`src/rtl/pcf8591_scan.sv`:
```
// pcf8591_scan: round-robin PCF8591 ADC scanner driving i2c_dri, with DAC writes
// interleaved at most once per channel slot.
module pcf8591_scan #(
    parameter logic [15:0] SCAN_GAP = 16'd100,
    parameter logic [3:0]  CH_MASK  = 4'b1111,
    parameter logic [19:0] TIMEOUT  = 20'd500_000
) (
    input  logic        clk,
    input  logic        rst_n,
    output logic        i2c_exec,
    output logic        i2c_rh_wl,
    output logic [15:0] i2c_addr,
    output logic [7:0]  i2c_data_w,
    input  logic [7:0]  i2c_data_r,
    input  logic        i2c_done,
    input  logic        dac_req,
    input  logic [7:0]  dac_data,
    output logic        dac_ack,
    output logic [31:0] adc_data,
    output logic [3:0]  adc_valid,
    output logic        busy,
    output logic        timeout_err
);
    typedef enum logic [2:0] {IDLE, GAP, DAC_WR, ADC_DUMMY, ADC_RD, WAIT_DONE} state_t;
    typedef enum logic [1:0] {OP_DAC, OP_DUMMY, OP_RD} op_t;
    state_t      r_state;
    op_t         r_op;
    logic [15:0] r_cnt;
    logic [19:0] r_tcnt;
    logic [1:0]  r_ch;
    logic        r_pend;
    logic        r_dac_done;
    logic [1:0]  w_first;
    logic [1:0]  w_next;
    logic        w_dac_ok;
    always_comb begin
        w_first  = CH_MASK[0] ? 2'd0 : CH_MASK[1] ? 2'd1 : CH_MASK[2] ? 2'd2 : CH_MASK[3] ? 2'd3 : 2'd0;
        w_next   = CH_MASK[r_ch + 2'd1] ? r_ch + 2'd1 :
                   CH_MASK[r_ch + 2'd2] ? r_ch + 2'd2 :
                   CH_MASK[r_ch + 2'd3] ? r_ch + 2'd3 : r_ch;
        // with no channels to scan the DAC may be served back to back
        w_dac_ok = dac_req && !(r_dac_done && CH_MASK != 4'd0);
    end
    always_ff @(posedge clk) begin
        if (!rst_n) begin
            r_state     <= IDLE;
            r_op        <= OP_DAC;
            r_cnt       <= 16'd0;
            r_tcnt      <= 20'd0;
            r_ch        <= w_first;
            r_pend      <= 1'b0;
            r_dac_done  <= 1'b0;
            i2c_exec    <= 1'b0;
            i2c_rh_wl   <= 1'b0;
            i2c_addr    <= 16'd0;
            i2c_data_w  <= 8'd0;
            dac_ack     <= 1'b0;
            adc_data    <= 32'd0;
            adc_valid   <= 4'd0;
            busy        <= 1'b0;
            timeout_err <= 1'b0;
        end else begin
            i2c_exec  <= 1'b0;
            dac_ack   <= 1'b0;
            adc_valid <= 4'd0;
            case (r_state)
                IDLE: r_state <= GAP;
                GAP: begin
                    r_cnt <= (r_cnt < SCAN_GAP) ? r_cnt + 16'd1 : 16'd0;
                    if (r_cnt >= SCAN_GAP) begin
                        if (r_pend) r_state <= ADC_RD;
                        else if (w_dac_ok) r_state <= DAC_WR;
                        else if (CH_MASK != 4'd0) begin
                            r_state    <= ADC_DUMMY;
                            r_dac_done <= 1'b0;
                        end
                    end
                end
                DAC_WR: begin
                    i2c_exec   <= 1'b1;
                    i2c_rh_wl  <= 1'b0;
                    i2c_addr   <= 16'h0040;
                    i2c_data_w <= dac_data;
                    busy       <= 1'b1;
                    r_op       <= OP_DAC;
                    r_tcnt     <= 20'd0;
                    r_state    <= WAIT_DONE;
                end
                ADC_DUMMY, ADC_RD: begin
                    i2c_exec  <= 1'b1;
                    i2c_rh_wl <= 1'b1;
                    i2c_addr  <= {8'h00, 6'b010000, r_ch};
                    busy      <= 1'b1;
                    r_op      <= (r_state == ADC_RD) ? OP_RD : OP_DUMMY;
                    r_tcnt    <= 20'd0;
                    r_state   <= WAIT_DONE;
                end
                WAIT_DONE: begin
                    if (i2c_done) begin
                        busy    <= 1'b0;
                        r_state <= GAP;
                        r_pend  <= (r_op == OP_DUMMY);
                        if (r_op == OP_DAC) begin
                            dac_ack    <= 1'b1;
                            r_dac_done <= 1'b1;
                        end
                        if (r_op == OP_RD) begin
                            adc_data[{r_ch, 3'b000} +: 8] <= i2c_data_r;
                            adc_valid[r_ch]               <= 1'b1;
                            r_ch                          <= w_next;
                        end
                    end else if (r_tcnt == TIMEOUT - 20'd1) begin
                        timeout_err <= 1'b1;
                        busy        <= 1'b0;
                        r_pend      <= 1'b0;
                        r_state     <= GAP;
                    end else r_tcnt <= r_tcnt + 20'd1;
                end
                default: r_state <= IDLE;
            endcase
        end
    end
endmodule

```
`config.mk`:
```
export PLATFORM = sky130hd
export DESIGN_NAME = pcf8591_scan
export DESIGN_NICKNAME = d
export VERILOG_FILES = /design/src/rtl/pcf8591_scan.sv
export SDC_FILE = /design/constraint.sdc
export NUM_CORES = 1
export LEC_CHECK = 0
export ABC_AREA = 1
export CORE_UTILIZATION = 45
export DETAILED_ROUTE_END_ITERATION = 8
export DONT_BUFFER_PORTS = 1
export PLACE_DENSITY = 0.68
export SLEW_MARGIN = 15
export SYNTH_ARGS = -nofsm -noshare
export SYNTH_HDL_FRONTEND = slang
export SYNTH_SLANG_ARGS = --single-unit
```
`constraint.sdc`:
```
create_clock -name clk -period 4.1 [get_ports clk]
set_clock_uncertainty 0.15 [all_clocks]
set_input_delay 0.205 -clock clk [delete_from_list [all_inputs] [get_ports clk]]
set_output_delay 0.205 -clock clk [all_outputs]
set_load 0.01 [all_outputs]
```
Yosys cells after proc, flatten, opt, wreduce, memory -nomap -nowiden --
Index checks and enable logic that the tools add are counted.
Storage, ports and cells: bits in registers 110, output and inout bits 65
Operators by class: add/sub/neg operators 6, order comparisons 7, equal/unequal tests 16, shift-type cells 2, muxes and demuxes 38, bitwise logic cells 1, reduce and logical (&&, ||, !) cells 22
Operators with widths (count):
- 20-bit two-way mux | 2
- 20-bit case mux with 2 select lines | 1
- 32-bit bitwise mux | 1
- 16-bit case mux with 2 select lines | 1
- 8-bit by 7-bit variable shift with 32-bit output, first input constant | 1
- 8-bit by 7-bit indexed part select with 32-bit output | 1
- 20-bit by 1-bit adder with 20-bit output, second input constant | 1
- 20-bit by 19-bit == test with 1-bit output, second input constant | 1
- 16-bit by 1-bit adder with 16-bit output, second input constant | 1
- 16-bit by 7-bit >= comparator with 1-bit output, second input constant | 1
- 16-bit by 7-bit < comparator with 1-bit output, second input constant | 1
- 16-bit two-way mux | 1
- 1-bit two-way mux | 15
- 2-bit != test, second input constant | 7
- 2-bit by 3-bit < comparator with 1-bit output, second input constant | 4
- 3-bit two-way mux | 4
- 3-bit case mux with 4 select lines | 1
- 3-bit AND reduction | 4
- 2-bit two-way mux | 4
- 4-bit AND reduction | 2
- 2-bit nonzero test | 4
- 5-bit negator with 7-bit output | 1
- 1-bit binary-select mux with 2-bit select | 3
- 3-bit by 2-bit == test with 1-bit output, second input constant | 2
- 21 further kinds | 28

Longest topological paths before layout --
depth after elaboration 6, mapped depth 11

Least setup slack after synthesis --
No wires, ideal clock.
path kind register to register, start point reg r_ch[0], end point reg adc_data[17], library setup time 70 ps, arrival 1993 ps, required time 3880 ps, setup slack 1887 ps, cell stages (with the launch flop) 8, path buffers 1, clock period less this slack 2213 ps, cell sequence dfxtp_1 > clkbuf_1 > inv_1 > ha_1 > clkinv_1 > nor3_1 > nand3_1 > a21oi_1
On the way: cells in the longest elaborated chain, start to end 3, elaborated cells on any way between the ends 4, classes of those cells add/sub (1); shift (2); mux (1)
Ends and longest elaborated chain:
- start: declaration | line 30 | logic [1:0] r_ch;
- start signal: assignment | line 50 | r_ch <= w_first;
- start signal: assignment | line 110 | r_ch <= w_next;
- 5-bit negator with 7-bit output * | line 108 | adc_data[{r_ch, 3'b000} +: 8] <= i2c_data_r;
- 8-bit by 7-bit indexed part select with 32-bit output / 8-bit by 7-bit variable shift with 32-bit output (equally long branches) | line 108
- 32-bit bitwise mux * | line 108
- end signal: indexed assignment | line 108
- end: declaration | line 19 | output logic [31:0] adc_data,
Every way passes the cells marked *; elsewhere a longest branch is shown, timed or not. A chain may end at the register's enable or synchronous reset.

Worst setup path in the final report --
start point reg r_ch[0], end point reg adc_data[18]
The elaborated chain is that of the path after synthesis.

==> results.yml <==
setup_path:
  ff2ff_path_depth: 6
  crit_path_top_delay_cell: "dfxtp_1"
  max_stage_delay_ns: 0.78
  crit_fanout: 23
  cp_top_family: "simple AND/OR/NAND/NOR gates"
  cp_data_required_time_ns: 4.25
  reg2reg_from: "r_ch[0]"
  r2r-end: "adc_data[18]"
  crit_chain: "inv_1 -> ha_1 -> clkinv_1 -> nor3_1 -> nand3_1 -> a21oi_1"
  r2r_slack_ns: 1.32
  worst-endpoint-arrival_ns: 2.93
  worstPathBufferInverterCount: 2
  crit_cells: 6
  cp-end-kind: "register"
  path_class: "reg2reg"
  crit_path_start_kind: "register"
logic_synthesis:
  synth_simple_gate_area_share_pct: 29.4
  synth_top_family_by_area: "simple AND/OR/NAND/NOR gates"
  yosysSeqAreaShare_pct: 44.3
  muxShareOfSynthArea_pct: 0
  synth-adder-area-share_pct: 3.14
  syn_inst: 613
  synth_area_leaders: "dfxtp_1 (44%), nand2_1 (11%), a21oi_1 (7.1%)"
  yosysTopAreaCellShare_pct: 44.3
  ys_warn_count: 0
  avgSynthCellArea_um2: 7.15
  synth_compound_area_share_pct: 11.9
  synth_cell_types: 29
  netlist_area_um2: 4380
  yosys.area.top_type: "dfxtp_1"
  synth-xor-area-share_pct: 1.20
  synth_seq_cells: 97
power:
  combPwrFrac_pct: 4.1
  clkPwrFrac_pct: 38.3
  p_total_uw: 1640
  peakVddDrop_mv: 0.150
  p_leak_uw: 0.00185
  p_switching_uw: 390
  powerDensity_nw_per_um2: 343
  power_frac_seq_pct: 57.6
  power.internal_uw: 1250
  power.switching_fraction_pct: 23.7
cts:
  path_clk_slew_ns: 0.09
  tritoncts: "done"
  clock_path_buffers: 2
  clkLatencyLatePin_ns: 0.37
  cts_root_buf: "clkbuf_8"
  cts_made_buffers: 9
  cts_sinks: 97
  post_cts_buffers: 0
  htree_levels: 3
floorplanning:
  die-width_um: 101
  die_area_um2: 10100
  core_um2: 9330
  start_util_pct: 47.0
  ios: 85
  rows: 35
  die_y_um: 101
flow_run:
  maxCapViolations: 0
route:
  totalWireLength_um: 9840
  ant_nets: 0
  avgViaCountPerCell: 5.01
  num_vias: 3800
  first_iter_violations: 162
  avgRoutedWirePerCell_um: 13.0
  drc: 0
  drtPass1Iterations: 4
min_path:
  hold_depth: 3
  min-delay-start: "i2c_done"
  holdPathEnd: "busy"
  min_path_type: "in2reg"
placement:
  place_hpwl_um: 6810
  place_congestion: 0.853
  io_buffers: 0
layout:
  area_delta_synth_final_pct: 9.45
  nNetsFinal: 656
  final_cell_mix: "nand2_1 (132), dfxtp_1 (97), nor2_1 (81)"
  antenna_cells: 0
  drive_gt1_share_pct: 6.04
  layout_commonest_cell: "nand2_1"
sta:
  maxSlewHeadroom_pct: 40.6
  fmax_ghz: 0.359
  slew_viol_final: 0
  setup_viol: 0
  tightest_slew_ns: 0.888
  rsz0062_at_grt: "false"
  fin_crit_sh_pct: 67.9
  min_period_ns: 2.78
  finalSetupTns_ns: 0
  hold_violations: 0
global_route:
  grt_pass1_vias: 3458
  grt_antenna_before_repair: 0
  grtUsageTotal_pct: 20.4
  grt_max_degree: 51
  grt_pass1_wl_um: 16100
  overflow: 0
status:
  status: "finished clean"
## tightest hold or removal path: cells and delay by family
kind	cells	cell delay (ns)
AO/OA/AOI/OAI	1	0.13
AND/OR/NAND/NOR	2	0.18
## metal layers
layer / part of all wire (%) / wire (um) / up-vias / GRT usage (%)
met4: 2.4 / 235 / 0 / 9.25
met2: 46 / 4540 / 97 / 32.5
li1: - / - / 1976 / -
met3: 6.6 / 653 / 18 / 6.59
met1: 45 / 4410 / 1709 / 25.1
met5: 0 / 0 / - / 0
## worst max-delay path by stage
stage	startpoint	endpoint	slack [ns]
floorplan	r_ch[0]	adc_data[17]	1.89
global placement	r_ch[0]	adc_data[20]	1.46
detailed placement	r_ch[0]	adc_data[18]	1.33
CTS	r_ch[0]	adc_data[20]	1.31
global route	r_ch[0]	adc_data[18]	1.02
finish	r_ch[0]	adc_data[18]	1.32
## cells in the mapped netlist (all sizes together)
cell type,count
dfxtp,97
a21oi,62
a41oi,2
and2,1
inv,68
clkinv,2
a31oi,1
nand2,137
clkbuf,11
o211ai,1
nor2,87
o21ai,32
xor2,5
nor3,15
xnor2,1
ha,11
buf,19
nand3,45
o21bai,1
nand4,13
nand3b,1
conb,1
## through the flow
step | hold slack (ns) | setup WS (ns) | instance area, um^2 | instances | util (%)
3_5_place_dp | 0.163 | 1.33 | 4420 | 725 | 47.4
5_1_grt | 0.0760 | 1.02 | 4800 | 758 | 51.4
3_3_place_gp | 0.160 | 1.46 | 4420 | 725 | 47.4
2_1_floorplan | 0.195 | 1.89 | 4430 | 625 | -
4_1_cts | 0.0326 | 1.31 | 4800 | 758 | 51.5
6_report | 0.0341 | 1.32 | 4800 | 758 | 51.4
## final cells by class
type	count	area [um^2]
fillers	938	4530
multi-input cells	428	2050
flip-flops and latches	97	1940
inverters	70	263
repair buffers	19	183
well taps	129	161
clock buffers	9	124
clock inverters	6	75.1
## power groups by stage
stage	clock network (uW)	logic, uW	registers, uW
after floorplan	0	46.5	969
after global placement	0	40.4	969
after detailed placement	0	41.1	969
after CTS	648	65.5	947
after global routing	692	73.1	948
final	630	66.7	947
## state kept, by name, indices dropped and copies added, names as in the netlist, 2 cells and up
name and flops:
adc_data 32, r_tcnt 20, r_cnt 16, i2c_data_w 8
adc_valid 4, i2c_addr 3, r_state 3, r_ch 2
r_op 2
## kinds of logic after synthesis
family / count (synthesis)
AND/OR/NAND/NOR: 299
buffers and inverters: 100
AO/OA/AOI/OAI: 99
flip-flops: 97
adder cells (fa/ha/maj): 11
XOR/XNOR: 6
other: 1
## repair_timing
item	in CTS	in global routing
hold buffers	18	0
hold endpoints to repair	75	0
resized for setup	0	0
No activity file was read; power rests on OpenSTA's default activity.
